$ cat src/rtl/count_pkg.sv
// rtl/count_pkg.sv - shared types and constants for the count sequencer
// Purpose: FSM state encoding and default count width, shared by all count_sequencer files.
// Ports: none (package).
package count_pkg;

   localparam int WIDTH_DEF = 7;

   typedef enum logic [1:0] {
      IDLE = 2'd0,
      RUN  = 2'd1,
      HOLD = 2'd2,
      DONE = 2'd3
   } state_e;

endpackage

$ cat src/rtl/count_sequencer_if.sv
// rtl/count_sequencer_if.sv - control/status bundle of the count sequencer
// Purpose: groups run control inputs and count/status outputs.
// Ports: start, pause, abort, start_val, end_val (master -> slave);
//        q, busy, done (slave -> master).
interface count_sequencer_if
   import count_pkg::*;
   #(parameter int WIDTH = WIDTH_DEF);

   logic             start;
   logic             pause;
   logic             abort;
   logic [WIDTH-1:0] start_val;
   logic [WIDTH-1:0] end_val;
   logic [WIDTH-1:0] q;
   logic             busy;
   logic             done;

   modport master (
      output start, pause, abort, start_val, end_val,
      input  q, busy, done
   );

   modport slave (
      input  start, pause, abort, start_val, end_val,
      output q, busy, done
   );

endinterface

$ cat src/rtl/count_reg.sv
// rtl/count_reg.sv - loadable wrapping up-counter register
// Purpose: count register with clear > load > increment priority; wraps modulo 2^WIDTH.
// Ports: clk, reset (async active-low), clr, load, en, d (load value), q (count).
module count_reg
   import count_pkg::*;
   #(parameter int WIDTH = WIDTH_DEF)
(
   input  logic             clk,
   input  logic             reset,
   input  logic             clr,
   input  logic             load,
   input  logic             en,
   input  logic [WIDTH-1:0] d,
   output logic [WIDTH-1:0] q
);

   logic [WIDTH-1:0] cnt_d;
   logic [WIDTH-1:0] cnt_q;

   always_comb begin
      cnt_d = cnt_q;
      if (clr) begin
         cnt_d = '0;
      end else if (load) begin
         cnt_d = d;
      end else if (en) begin
         cnt_d = cnt_q + WIDTH'(1);
      end
   end

   always_ff @(posedge clk or negedge reset) begin
      if (!reset) begin
         cnt_q <= '0;
      end else begin
         cnt_q <= cnt_d;
      end
   end

   assign q = cnt_q;

endmodule

$ cat src/rtl/count_sequencer.sv
// rtl/count_sequencer.sv - start/pause/abort controlled count sequencer
// Purpose: counts from a captured start value to a captured end value (wrapping),
//          pulses done on terminal count. Macro COUNT_SEQUENCER_AUTORELOAD_EN makes
//          terminal count reload the captured start value and keep running.
// Ports: clk, reset (async active-low), bus (count_sequencer_if.slave:
//        start, pause, abort, start_val, end_val in; q, busy, done out).
module count_sequencer
   import count_pkg::*;
   #(parameter int WIDTH = WIDTH_DEF)
(
   input  logic               clk,
   input  logic               reset,
   count_sequencer_if.slave   bus
);

   state_e           state_q, state_d;
   logic [WIDTH-1:0] end_q, end_d;
   logic             done_q, done_d;
   logic [WIDTH-1:0] count;
   logic [WIDTH-1:0] load_val;
   logic             clr, load, en;
`ifdef COUNT_SEQUENCER_AUTORELOAD_EN
   logic [WIDTH-1:0] reload_q, reload_d;
`endif

   always_comb begin
      state_d  = state_q;
      end_d    = end_q;
      done_d   = 1'b0;
      clr      = 1'b0;
      load     = 1'b0;
      en       = 1'b0;
      load_val = bus.start_val;
`ifdef COUNT_SEQUENCER_AUTORELOAD_EN
      reload_d = reload_q;
`endif
      // abort outranks every other input in every state
      if (bus.abort) begin
         state_d = IDLE;
         clr     = 1'b1;
      end else begin
         case (state_q)
            IDLE, DONE: begin
               if (bus.start) begin
                  load    = 1'b1;
                  end_d   = bus.end_val;
`ifdef COUNT_SEQUENCER_AUTORELOAD_EN
                  reload_d = bus.start_val;
`endif
                  state_d = RUN;
               end
            end
            RUN: begin
               // pause is checked before the terminal compare
               if (bus.pause) begin
                  state_d = HOLD;
               end else if (count == end_q) begin
                  done_d = 1'b1;
`ifdef COUNT_SEQUENCER_AUTORELOAD_EN
                  load     = 1'b1;
                  load_val = reload_q;
`else
                  state_d  = DONE;
`endif
               end else begin
                  en = 1'b1;
               end
            end
            HOLD: begin
               // resume costs one edge with no increment
               if (!bus.pause) begin
                  state_d = RUN;
               end
            end
            default: state_d = IDLE;
         endcase
      end
   end

   always_ff @(posedge clk or negedge reset) begin
      if (!reset) begin
         state_q  <= IDLE;
         end_q    <= '0;
         done_q   <= 1'b0;
`ifdef COUNT_SEQUENCER_AUTORELOAD_EN
         reload_q <= '0;
`endif
      end else begin
         state_q  <= state_d;
         end_q    <= end_d;
         done_q   <= done_d;
`ifdef COUNT_SEQUENCER_AUTORELOAD_EN
         reload_q <= reload_d;
`endif
      end
   end

   count_reg #(.WIDTH(WIDTH)) u_count_reg (
      .clk   (clk),
      .reset (reset),
      .clr   (clr),
      .load  (load),
      .en    (en),
      .d     (load_val),
      .q     (count)
   );

   assign bus.q    = count;
   assign bus.busy = (state_q == RUN) || (state_q == HOLD);
   assign bus.done = done_q;

endmodule

$ cat src/flat_wrapper.sv
// flat-port wrapper written by rule: the top's interface ports become plain ports
module count_sequencer_flat import count_pkg::*;
#(parameter int WIDTH = WIDTH_DEF)
  (clk, reset, bus_start, bus_pause, bus_abort, bus_start_val, bus_end_val, bus_q, bus_busy, bus_done);
  count_sequencer_if #(.WIDTH(WIDTH)) bus_i ();
  input  logic clk;
  input  logic reset;
  input wire logic [$bits(bus_i.start)-1:0] bus_start;
  input wire logic [$bits(bus_i.pause)-1:0] bus_pause;
  input wire logic [$bits(bus_i.abort)-1:0] bus_abort;
  input wire logic [$bits(bus_i.start_val)-1:0] bus_start_val;
  input wire logic [$bits(bus_i.end_val)-1:0] bus_end_val;
  output wire logic [$bits(bus_i.q)-1:0] bus_q;
  output wire logic [$bits(bus_i.busy)-1:0] bus_busy;
  output wire logic [$bits(bus_i.done)-1:0] bus_done;
  assign bus_i.start = bus_start;
  assign bus_i.pause = bus_pause;
  assign bus_i.abort = bus_abort;
  assign bus_i.start_val = bus_start_val;
  assign bus_i.end_val = bus_end_val;
  assign bus_q = bus_i.q;
  assign bus_busy = bus_i.busy;
  assign bus_done = bus_i.done;
  count_sequencer #(.WIDTH(WIDTH)) u_core (.clk(clk), .reset(reset), .bus(bus_i));
endmodule
$ cat config.mk
export PLATFORM = sky130hd
export DESIGN_NAME = count_sequencer_flat
export DESIGN_NICKNAME = d
export VERILOG_FILES = /design/src/rtl/count_pkg.sv /design/src/rtl/count_sequencer_if.sv /design/src/rtl/count_reg.sv /design/src/rtl/count_sequencer.sv /design/src/flat_wrapper.sv
export SDC_FILE = /design/constraint.sdc
export NUM_CORES = 1
export LEC_CHECK = 0
export CORE_ASPECT_RATIO = 0.8
export CORE_MARGIN = 5
export CORE_UTILIZATION = 45
export CTS_CLUSTER_DIAMETER = 80
export DETAILED_ROUTE_END_ITERATION = 8
export PLACE_DENSITY = 0.77
export SYNTH_ARGS = -nofsm -noshare
export SYNTH_HDL_FRONTEND = slang
export SYNTH_HIERARCHICAL = 1
export SYNTH_SLANG_ARGS = --single-unit
$ cat constraint.sdc
create_clock -name clk -period 2.7 [get_ports clk]
set_clock_uncertainty 0.1 [all_clocks]
set_input_delay 0.27 -clock clk [delete_from_list [all_inputs] [get_ports clk]]
set_output_delay 0.27 -clock clk [all_outputs]
set_load 0.1 [all_outputs]
==> results.md <==
- Number of buffers and inverters on the critical path: 0
- Critical Path Slowest Stage Cell: dfrtp_1
- Ordered cell list for the critical path: xor2_1 > nor4_1 > nand4_1 > and3b_2 > nand4_2 > o21ai_0 > a311oi_1
- Sequential fraction of design power: 38.9%
- Number of port buffers: 27
- Top cells by area, synth: dfrtp_1 47%, nand2_1 12%, xor2_1 7.7%
- Filler cell count: 160
- Most instantiated library cell after synthesis: nand2_1
- Cell family contributing the most delay on the critical path: simple AND/OR/NAND/NOR gates
- Post-synthesis cell area: 915 um^2
- Summed negative setup slack over all endpoints: 0 ns
- Internal power summed over all cells: 0.555 mW
- I/O Pins: 28
- Fraction of registers with async set or reset after synthesis: 100%
- Horizontal extent of the die: 60.4 um
- Via count of the first global-routing pass: 767
- Net Sw Frac: 46.8%
- Depth of the CTS H-tree: 1
- CTS tree: built
- Violation count after the first detailed-routing iteration: 8
- Highest attainable clock frequency: 460 MHz
- Peak supply drop: 632 uV
- First-pass GRT wire length: 3.24 mm
- Worst-Margin Slew: 0.755 ns
- Post-detailed-route DRC marker count: 0
- Syn Nets: 122
- Detailed-placement wirelength estimate: 1.59 mm
- Synth top area share: 46.5%
- Type of the most critical hold path: input port to asynchronous set/reset pin
- Average size of a mapped cell: 9.15 um^2
- Count of endpoints failing hold in the final timing report: 0
- Largest incremental delay on the critical path: 0.46 ns
- Chip height: 50.3 um
- Data required time at the worst endpoint: 2.79 ns
- Period utilisation layout: 80.5%
- Category of the worst setup path launch point: flop
- Cells after synthesis: 100
- Core ar.: 1910 um^2
- Initial cell density of the core: 47.9%
- Initial antenna violation count: 0
- CP endpoint kind: flop
- Clock network fraction of total power: 12.7%
- Number of diodes added for antenna fixing: 0
- Residual antenna-violating net count after detailed routing: 0
- Number of clock sinks: 17
- Synth Flop Type: dfrtp_1
- Number of buffers on the longest clock path: 2
- Die footprint: 3040 um^2
- Clock Latency Late Sink: 0.28 ns
- Via count: 791
- Largest net degree at the start of global routing: 18
- Clock-pin slew on the worst setup and hold paths: 0.10 ns
- Final min period: 2.17 ns
- Detailed-router iteration count before antenna repair: 4
- Clock buffers created by TritonCTS: 3
- Master cell of the clock root buffer: clkbuf_4
- Post-route design area: 1220 um^2
- CTS resizes: 0
- Global route total overflow: 0
- Fraction of final layout cells with drive strength greater than 1: 13.0%
- Sequential share of the synthesized area: 46.5%
- Leading area contributor after synthesis: dfrtp_1
- Max-cap check violation count: 0
- Max_slew headroom: 49.5%
- Result of the run: complete, no violations
- Combinational power share: 48.3%
- Final count of negative-setup-slack endpoints: 0
- Vias per inst: 5.10
- Overall routed net length: 2.05 mm
- Flip-flop and latch count after synthesis: 17
- Setup Buffers After CTS: 0
- Synth-to-layout area growth: 33.7%
- Placer Congestion: 0.749
- RSZ-0062 raised after global routing: no
- Number of warning messages in the yosys log: 6
- Cell Pwr Density: 853 nW/um^2
- Slew Limit Fails: 0
- Row count: 14
- Critical Path AT: 2.26 ns
- Total net switching power: 0.488 mW
- Number of flops mapped to enable cells by yosys: 0
- Routed length per placed instance: 13.2 um
- Post-CTS Hold Buffers: 0
- Leakage power total: 0.576 nW
- Count of distinct cell types in the synthesized netlist: 28
- GRT Total Usage: 14.1%
- Cell types with the highest counts after synthesis: 30 x nand2_1, 17 x dfrtp_1, 8 x xor2_1
- CP Max Fanout: 6
- Critical path start-end classification: flop to flop
- Layout net count: 154
- Placed cell areas: 1200 um^2
[per-layer routing]
layer | up-vias | routed length, um | track usage, %
met4 | 0 | 10 | 3.32
met2 | 20 | 981 | 24.5
li1 | 404 | - | -
met3 | 2 | 132 | 4.10
met1 | 365 | 927 | 17.1
met5 | - | 0 | 0
[worst paths after layout]
kind                                           end  slack [ns]  cells past startpoint                    start
setup reg to reg           u_core/u_count_reg/q[6]        0.53                      7  u_core/u_count_reg/q[4]
hold / removal             u_core/u_count_reg/q[6]        0.32                      1                    reset
min in group clk                   u_core/end_q[5]        0.40                      3           bus_end_val[5]
hold reg to reg                    u_core/end_q[3]        0.41                      2          u_core/end_q[3]
max in group asynchronous          u_core/end_q[0]        1.70                      1                    reset
setup / recovery           u_core/u_count_reg/q[6]        0.53                      7  u_core/u_count_reg/q[4]
[sequential cells by signal, indices dropped and copies added (netlist names)]
| register | flops |
|---|---|
| u_core/bus.done | 1 |
| u_core/end_q | 7 |
| u_core/state_q | 2 |
| u_core/u_count_reg/q | 7 |
[logic make-up (layout without fill, tap and decap cells)]
group | count (synthesis) | after routing | synth area share (%)
flops | 17 | 17 | 46.5
simple gates | 48 | 48 | 24.5
buf+inv | 6 | 37 | 2.46
xor+xnor | 11 | 11 | 10.5
compound gates | 13 | 13 | 9.58
fa+ha+maj | 3 | 3 | 4.10
mux | 2 | 2 | 2.33
[per-stage QoR]
stage          util [%]  setup slack [ns]  power [mW]  std cells  hold slack [ns]
2_1_floorplan         -             0.133       0.781        100           -0.126
3_3_place_gp       62.6             0.417       0.906        151            0.384
3_5_place_dp       62.6             0.316       0.920        151            0.388
4_1_cts            64.0             0.477        1.05        155            0.345
5_1_grt            64.0             0.401        1.11        155            0.396
6_report           64.0             0.526        1.04        155            0.322
[power groups by stage]
stage	registers [mW]	clock network, mW	logic [mW]
floorplan	0.515	0	0.266
global placement	0.409	0	0.497
detailed placement	0.412	0	0.508
CTS	0.407	0.138	0.510
global route	0.418	0.148	0.545
finish	0.406	0.133	0.504
[layout by cell type, fill, tap and decap left out, types with 4 or more instances in the layout]
master | netlist | routed
nor2_1 | 6 | 6
dfrtp_1 | 17 | 17
nand2_1 | 30 | 30
clkdlybuf4s50_1 | 0 | 18
inv_1 | 4 | 4
xor2_1 | 8 | 8
buf_4 | 0 | 10
[cell type report]
type                       instances  area, um^2  area share [%]
clock buffer                       4        26.3            2.15
inverter                           5        18.8            1.54
multi-input combinational         77         467            38.2
sequential                        17         425            34.8
tap                               24        30.0            2.46
timing repair buffer              28         255            20.9
No activity file was read; power rests on OpenSTA's default activity.
==> edit (same settings) <==
Make the reset (`reset`) synchronous in 2 clocked blocks. Comments in the files are not updated.
--- a/src/rtl/count_reg.sv
+++ b/src/rtl/count_reg.sv
@@ -30,3 +30,3 @@
 
-   always_ff @(posedge clk or negedge reset) begin
+   always_ff @(posedge clk) begin
       if (!reset) begin
--- a/src/rtl/count_sequencer.sv
+++ b/src/rtl/count_sequencer.sv
@@ -79,3 +79,3 @@
 
-   always_ff @(posedge clk or negedge reset) begin
+   always_ff @(posedge clk) begin
       if (!reset) begin
Function: differs if reset is asserted again (counterexample within 4 cycles, from zero or initial values and one cycle with reset low); with reset held inactive, the same outputs for 10 cycles.
==> edit against the original RTL <==
  * Setup slack improved by 0.037 ns
  * Critical path depth rose by 1
  * Routed wire length fell by 6.2%
  * Sequential cell count did not move
  * Die area fell by 4.6%
  * Final area fell by 2.9%
  * Utilization fell by 0.075 points
  * Area after synthesis fell by 5.6%
Power is not compared: it rests on default switching activity, and its combinational part moved more than twofold at a synthesized area within 25%.
==> edit: results (changes against the original RTL) <==
Critical path
  • Slowest stage delay, CP: 0.39 ns (was 0.46 ns)
  • Worst-path fanout max: 5 (was 6)
  • Arr. time, crit path: 2.26 ns (about the same)
  • CP max stage cell: dfxtp_2 (was dfrtp_1)
  • Worst reg2reg path depth: 8 (was 7)

Route
  • DR iter-0 viols: 9 (was 8)
  • Via/cell ratio: 5.17 (was 5.10)
  • Vias: 796 (was 791)
  • First-pass DRT Iterations: 6 (was 4)
  • Wire per inst: 12.5 µm (was 13.2 µm)

Final layout
  • FILL cells: 184 (was 160)
  • Fraction of layout cells with a size suffix above 1: 16.9% (was 13.0%)
  • FF/Latch Area: 349 µm² (was 425 µm²)

Global route
  • GR Util All Layers: 14.9% (was 14.1%)
  • Pin count of the biggest net entering global routing: 13 (was 18)
  • First-pass GRT wire length: 3190 µm (was 3240 µm)
  • Vias in the first global route: 723 (was 767)

Placed design
  • Inst Count DP: 150 (was 151)
  • Detailed placement HPWL: 1540 µm (was 1590 µm)
  • Gpl congestion: 0.786 (was 0.749)
  • Placed cell area: 1160 µm² (was 1200 µm²)
  • Place WS: 0.572 ns (was 0.316 ns)

Yosys
  • Seq/Total Area, Yosys: 39.4% (was 46.5%)
  • Synth cell count leaders: nand2_1 (19), dfxtp_1 (17), a21boi_0 (7), o21ai_0 (6), xor2_1 (6) (was nand2_1 (30), dfrtp_1 (17), xor2_1 (8), nor2_1 (6), inv_1 (4))
  • Netlist cell types: 25 (was 28)
  • Top-area cell type share of the netlist area: 39.4% (was 46.5%)
  • Syn Inst Count: 98 (was 100)
  • Post-synth net total: 120 (was 122)
  • Ranking of synthesized cells by area: dfxtp_1 (39%), nand2_1 (8.3%), a21boi_0 (6.1%) (was dfrtp_1 (47%), nand2_1 (12%), xor2_1 (7.7%))

Clocking
  • Clock-pin transition on the worst setup and hold timing paths: 0.10 ns (about the same)
  • Worst skew pair latency: 0.30 ns (was 0.28 ns)

Min path
  • HP Class: reg -> reg (was in -> async)

STA
  • Worst-margin pin slew: 0.438 ns (was 0.755 ns)

Run status
  • Status: finished, final reports clean (unchanged)
[edit: where the power goes]
part	internal (mW)	leakage, nW	switching (mW)
logic	0.0558	0.338	0.0775
clock network	0.0576	0.0150	0.0778
registers	0.262	0.142	0.0109
[edit: kinds of logic after synthesis]
kind of cell | after synthesis | synth area share (%)
fa+ha+maj | 3 | 4.35
simple gates | 35 | 21.3
buf+inv | 6 | 2.61
flops | 17 | 39.4
compound gates | 24 | 18.8
mux | 2 | 2.32
xor+xnor | 11 | 11.2
[edit: layout make-up]
class,instances,area share [%]
clock buffers,4,2.21
flip-flops and latches,17,29.4
inverters,5,1.58
multi-input cells,75,42.1
repair buffers,29,22.1
well taps,24,2.53
[edit: tightest hold or removal path: stages, from the launching register on]
cell and delay, ns:
dfxtp_1 0.33, nand2_1 0.05, a21boi_0 0.06
[edit: path summary, 6_finish.rpt]
| kind | startpoint | end | slack, ns |
|---|---|---|---|
| min | u_core/end_q[2]$_SDFFE_PN0P_ | u_core/end_q[2]$_SDFFE_PN0P_ | 0.38 |
| max reg2reg | u_core/u_count_reg/q[0]$_SDFFE_PP0P_ | u_core/u_count_reg/q[5]$_SDFFE_PP0P_ | 0.56 |
| min reg2reg | u_core/end_q[2]$_SDFFE_PN0P_ | u_core/end_q[2]$_SDFFE_PN0P_ | 0.38 |
| max | u_core/u_count_reg/q[0]$_SDFFE_PP0P_ | u_core/u_count_reg/q[5]$_SDFFE_PP0P_ | 0.56 |
[edit: per-layer routing]
metal	wire length (µm)	track usage (%)
met5	0	0
met3	155	7.94
met1	877	17.2
met2	867	22.2
met4	25	6.79
